<file path="src/rtl/m_alu_ctrl.sv">
// Program sequencer that issues a stored list of opcode/operand pairs to an ALU.
// Optional divide-by-zero trap: define M_ALU_CTRL_DIV0_TRAP_EN.
module m_alu_ctrl #(
  parameter int unsigned PROG_DEPTH = 8,
  parameter logic [2:0]  DIV_OP     = 3'b101
) (
  input  logic        clk,
  input  logic        reset,
  input  logic        wr_en,
  input  logic [2:0]  wr_addr,
  input  logic [10:0] wr_data,
  input  logic        start,
  input  logic [3:0]  prog_len,
  input  logic        abort,
  output logic [2:0]  alu_op,
  output logic [7:0]  alu_data,
  output logic        alu_vld,
  output logic        busy,
  output logic        done,
  output logic [2:0]  pc,
  output logic        err
);

`ifdef M_ALU_CTRL_DIV0_TRAP_EN
  localparam logic TRAP_EN = 1'b1;
`else
  localparam logic TRAP_EN = 1'b0;
`endif

  typedef enum logic [1:0] {
    IDLE = 2'd0,
    RUN  = 2'd1,
    DONE = 2'd2
  } state_t;

  state_t      state_r, state_nxt_s;
  logic [10:0] store_r [PROG_DEPTH];
  logic [2:0]  pc_r, pc_nxt_s;
  logic [3:0]  len_r, len_nxt_s;
  logic        err_r, err_nxt_s;
  logic [10:0] entry_s;
  logic        last_s;
  logic        trap_s;
  logic        alu_vld_s;
  logic [2:0]  alu_op_s;
  logic [7:0]  alu_data_s;

  assign entry_s = store_r[pc_r];
  assign last_s  = ({1'b0, pc_r} == (len_r - 4'd1));
  assign trap_s  = TRAP_EN && (entry_s[10:8] == DIV_OP) && (entry_s[7:0] == 8'd0);

  // Program store: writable only while idle so a running program never changes underneath.
  always_ff @(posedge clk or negedge reset) begin
    if (!reset) begin
      for (int i = 0; i < PROG_DEPTH; i++) begin
        store_r[i] <= 11'd0;
      end
    end else if (wr_en && (state_r == IDLE)) begin
      store_r[wr_addr] <= wr_data;
    end
  end

  // Sequencer state registers.
  always_ff @(posedge clk or negedge reset) begin
    if (!reset) begin
      state_r <= IDLE;
      pc_r    <= 3'd0;
      len_r   <= 4'd0;
      err_r   <= 1'b0;
    end else begin
      state_r <= state_nxt_s;
      pc_r    <= pc_nxt_s;
      len_r   <= len_nxt_s;
      err_r   <= err_nxt_s;
    end
  end

  // Next-state and ALU issue decode; op/data are combinational from the current entry.
  always_comb begin
    state_nxt_s = state_r;
    pc_nxt_s    = pc_r;
    len_nxt_s   = len_r;
    err_nxt_s   = err_r;
    alu_vld_s   = 1'b0;
    alu_op_s    = 3'd0;
    alu_data_s  = 8'd0;
    case (state_r)
      IDLE: begin
        pc_nxt_s = 3'd0;
        if (start) begin
          if (prog_len > 4'd8) begin
            err_nxt_s = 1'b1;
          end else if (prog_len == 4'd0) begin
            err_nxt_s   = 1'b0;
            state_nxt_s = DONE;
          end else begin
            err_nxt_s   = 1'b0;
            len_nxt_s   = prog_len;
            state_nxt_s = RUN;
          end
        end else begin
          state_nxt_s = IDLE;
        end
      end
      RUN: begin
        alu_op_s   = entry_s[10:8];
        alu_data_s = entry_s[7:0];
        if (trap_s) begin
          // Trapped entry is never presented to the ALU.
          err_nxt_s   = 1'b1;
          state_nxt_s = IDLE;
          pc_nxt_s    = 3'd0;
        end else begin
          alu_vld_s = 1'b1;
          if (abort) begin
            state_nxt_s = IDLE;
            pc_nxt_s    = 3'd0;
          end else if (last_s) begin
            state_nxt_s = DONE;
          end else begin
            pc_nxt_s = pc_r + 3'd1;
          end
        end
      end
      DONE: begin
        state_nxt_s = IDLE;
        pc_nxt_s    = 3'd0;
      end
      default: begin
        state_nxt_s = IDLE;
        pc_nxt_s    = 3'd0;
      end
    endcase
  end

  assign alu_vld  = alu_vld_s;
  assign alu_op   = alu_op_s;
  assign alu_data = alu_data_s;
  assign busy     = (state_r != IDLE);
  assign done     = (state_r == DONE);
  assign pc       = pc_r;
  assign err      = err_r;

endmodule

</file>
<file path="config.mk">
export PLATFORM = sky130hd
export DESIGN_NAME = m_alu_ctrl
export DESIGN_NICKNAME = d
export VERILOG_FILES = /design/src/rtl/m_alu_ctrl.sv
export SDC_FILE = /design/constraint.sdc
export NUM_CORES = 1
export LEC_CHECK = 0
export BUFFER_PORTS_ARGS = -buffer_cell sky130_fd_sc_hd__buf_2
export CAP_MARGIN = 20
export CORE_ASPECT_RATIO = 0.9
export CORE_UTILIZATION = 27
export DETAILED_ROUTE_END_ITERATION = 6
export PLACE_DENSITY_LB_ADDON = 0.2
export SLEW_MARGIN = 20
export SYNTH_ARGS = -nofsm -noshare
export SYNTH_HDL_FRONTEND = slang
export SYNTH_SLANG_ARGS = --single-unit
</file>
<file path="constraint.sdc">
create_clock -name clk -period 2.26 [get_ports clk]
set_clock_uncertainty 0.15 [all_clocks]
set_input_delay 0.226 -clock clk [delete_from_list [all_inputs] [get_ports clk]]
set_output_delay 0.226 -clock clk [all_outputs]
set_load 0.01 [all_outputs]
</file>
==> summary.txt <==
Detailed routing
  • Vias per cell: between 4 and 5
  • Via count: 2,765
  • Final wirelength: between 10,000 and 15,000 µm
  • Residual DRC count: 0
  • 1st-iter DRT viols: 125
  • Post-route ant nets: 0
  • Routed len/inst: roughly 18 µm
  • DR pass1 iterations: 4

Flow run
  • Max_cap viols: 0

Placement
  • Pre-CTS setup slack: roughly 260 ps
  • DP HPWL: ~7000 µm
  • GP Congestion: roughly 0.71
  • Placed cell areas: 5300 µm²
  • PortBufs: 40

Synth
  • Synth Area in XOR/XNOR: less than 1%
  • Cell variety after synth: 42
  • Largest family of logic cells by synthesized area: multiplexers
  • Syn_nets: between 300 and 400
  • Ys flop type: dfrtp_1
  • Post-Syn Instances: around 320
  • Post-synth EDFFs: 0
  • Post-Syn Area: 4750 µm²
  • Number of synthesized register bits: 98
  • Sequential-to-total area share from yosys stat: about 52%
  • Yosys warns: 0
  • Avg Synthesized Cell Area: ~15 µm²
  • Post-synthesis mux area share: 35.9%
  • Synth Area in Compound Gates: under 10%
  • Ys async rst share: 100%
  • Simple logic cell fraction of the synthesized area: between 6 and 7%
  • Synth Area in Adders: 0.527%

Worst hold path
  • Hold Path Class: primary input to flip-flop
  • Hold path startpoint: wr_data[8]

Worst setup path
  • Crit path DAT: about 1900 ps
  • WS Path Type: flip-flop to output pin
  • Crit path largest cell delay: ~530 ps
  • Critical path data required time: 1880 ps
  • Cells along the critical path: buf_12, mux4_2, mux2i_2, nor2_1, buf_2
  • Worst Setup SP: pc[0]
  • Worst R2R Start: state_r[0]
  • R2R Setup Slk: between 200 and 300 ps
  • Crit start category: flip-flop
  • Critical path endpoint category: output pin
  • CP Max Fanout: 14
  • Crit-path slowest cell: mux4_2

CTS
  • Clk slew on worst S/H paths: roughly 70 ps
  • CTS Buf Count: 9
  • Root buf cell: clkbuf_16
  • CTS tree: yes
  • CTS sink count: a little under 100
  • Maximum buffer depth of the clock tree: 2
  • Worst-skew pair later-pin latency: 350 ps
  • H-tree levels: 3

STA
  • RSZ-0062 raised after global routing: yes
  • Final setup vio count: 0
  • Peak Freq: 447 MHz
  • Slew HR: around two thirds
  • Slew Limit Fails: 0
  • Setup TNS: 0 ps
  • Period Utilization, post-route: 98.9%
  • Final worst slack: 24.3 ps
  • Tmin final: roughly 2200 ps
  • Worst slew pin tran: around 520 ps
  • Final hold violations: 0

Power and ir drop
  • Switching fraction of total power: around 28%
  • Clk pwr share: between 20% and 30%
  • Int Pwr: approximately 4.5 mW
  • Reg power frac: between 40% and 50%
  • Pwr/cell area: ~1100 nW/µm²
  • Peak supply drop: 0.363 mV
  • Logic gate share of total power: around 31%
  • Leakage: between 2 and 2.5 nW
  • Net Sw Power: between 1.5 and 2 mW

Die
  • Starting Density: about 28%
  • Die height: about 130 µm
  • FP Rows: 45
  • CORE AREA: 17,100 µm²
  • IO Count: a little over 40
  • Die area: roughly 18,000 µm²
  • Die width: between 100 and 150 µm

Cells and area
  • Nets: approximately 400
  • Commonest non-fill, non-tap cell in the layout: dfrtp_1
  • Share of post-route cells with drive strength above 1: between 50% and 60%
  • P&R area growth vs syn: 19.3%
  • Final Cell Area: ~5700 µm²
  • Fillers: 1,697
  • Commonest non-fill, non-tap cells in the layout: dfrtp_1 (97), mux2_2 (71), buf_2 (39), mux4_2 (22)

GRT
  • Total grt overflow: 0
  • Number of global-route vias before repair: roughly 2,900
  • Initial antenna violation count: 1
  • First-pass GRT wire length: about 18,000 µm
  • Largest net degree at the start of global routing: 43
  • GRT Util Overall: 13.3%

Run status
  • Status: complete, no violations
-- power groups by stage --
stage	combinational, mW	sequential, mW	clock [mW]
floorplan	1.53	2.72	0
global placement	1.90	2.84	0
detailed placement	1.95	2.85	0
CTS	1.97	2.83	1.56
global route	2.14	2.92	1.64
finish	1.95	2.82	1.52
-- registers in the layout, indices dropped and copies added, names as in the netlist --
name     count
pc           3
err          1
state_r      2
store_r     88
len_r        4
-- cells in the mapped netlist, drive strengths merged, types with 3 or more instances --
cell type  number  area, µm²
dfrtp          98       2450
mux2           91       1100
mux4           22        495
nor2           22       87.6
buf            14        105
mux2i          11        110
nand2           9       36.3
o21ai           8       40.0
nor3            6       46.3
clkbuf          4       15.0
nand3           4       20.0
inv             3       11.3
-- critical path: cells and delay by family, from the launching register on --
family                 cells  cell delay, ps
DFF                        1             420
and+or+nand+nor            1              50
buffers and inverters      2             320
muxes                      2             710
-- layer usage --
layer | part of all wire, % | global-route usage (%) | wire length [µm] | up-vias
met5 | 0 | 0 | 0 | -
met4 | 0.89 | 3.29 | 99 | 0
met3 | 3.2 | 4.03 | 357 | 7
met2 | 47 | 20.5 | 5170 | 37
met1 | 49 | 18.3 | 5450 | 1436
li1 | - | - | - | 1285
-- timing repair --
item	CTS	global route
setup endpoints to repair	11	10
hold buffers	5	0
hold endpoints to repair	41	0
buffers inserted	1	1
resized for setup	1	2
-- final cells by class --
| type | count | area, µm² | share of cell area (%) |
|---|---|---|---|
| multi-input combinational | 200 | 2170 | 38.3 |
| sequential | 98 | 2450 | 43.3 |
| tap | 235 | 294 | 5.19 |
| clock buffer | 11 | 233 | 4.11 |
| inverter | 3 | 11.3 | 0.199 |
| antenna | 1 | 2.50 | 0.0442 |
| clock inverter | 4 | 52.6 | 0.928 |
| timing repair buffer | 64 | 449 | 7.93 |
-- cells by family (layout without fill, tap and decap cells) --
family                   count (synthesis)  count (layout)
XOR/XNOR                                 4               4
flip-flops                              98              98
other                                    0               1
AND/OR/NAND/NOR                         53              53
buffers and inverters                   21              82
adder cells (fa/ha/maj)                  2               2
multiplexers                           124             124
AO/OA/AOI/OAI                           17              17
-- worst paths after layout --
kind / endpoint / cells past startpoint
max reg2reg: store_r[63] / 4
max in group asynchronous: store_r[63] / 3
max: alu_op[0] / 5
min reg2reg: err / 2
min: store_r[85] / 2
min in group asynchronous: store_r[2] / 2
-- stage by stage --
stage | util (%) | instances | power, mW | hold WS (ps)
finish | 33.2 | 616 | 6.29 | 65.5
global placement | 31.1 | 593 | 4.74 | 81.9
detailed placement | 31.1 | 593 | 4.80 | 84.7
floorplan | - | 319 | 4.25 | -220
CTS | 33.1 | 614 | 6.36 | 50.7
global route | 33.2 | 615 | 6.70 | 47.9
(Power assumes the default switching activity.)
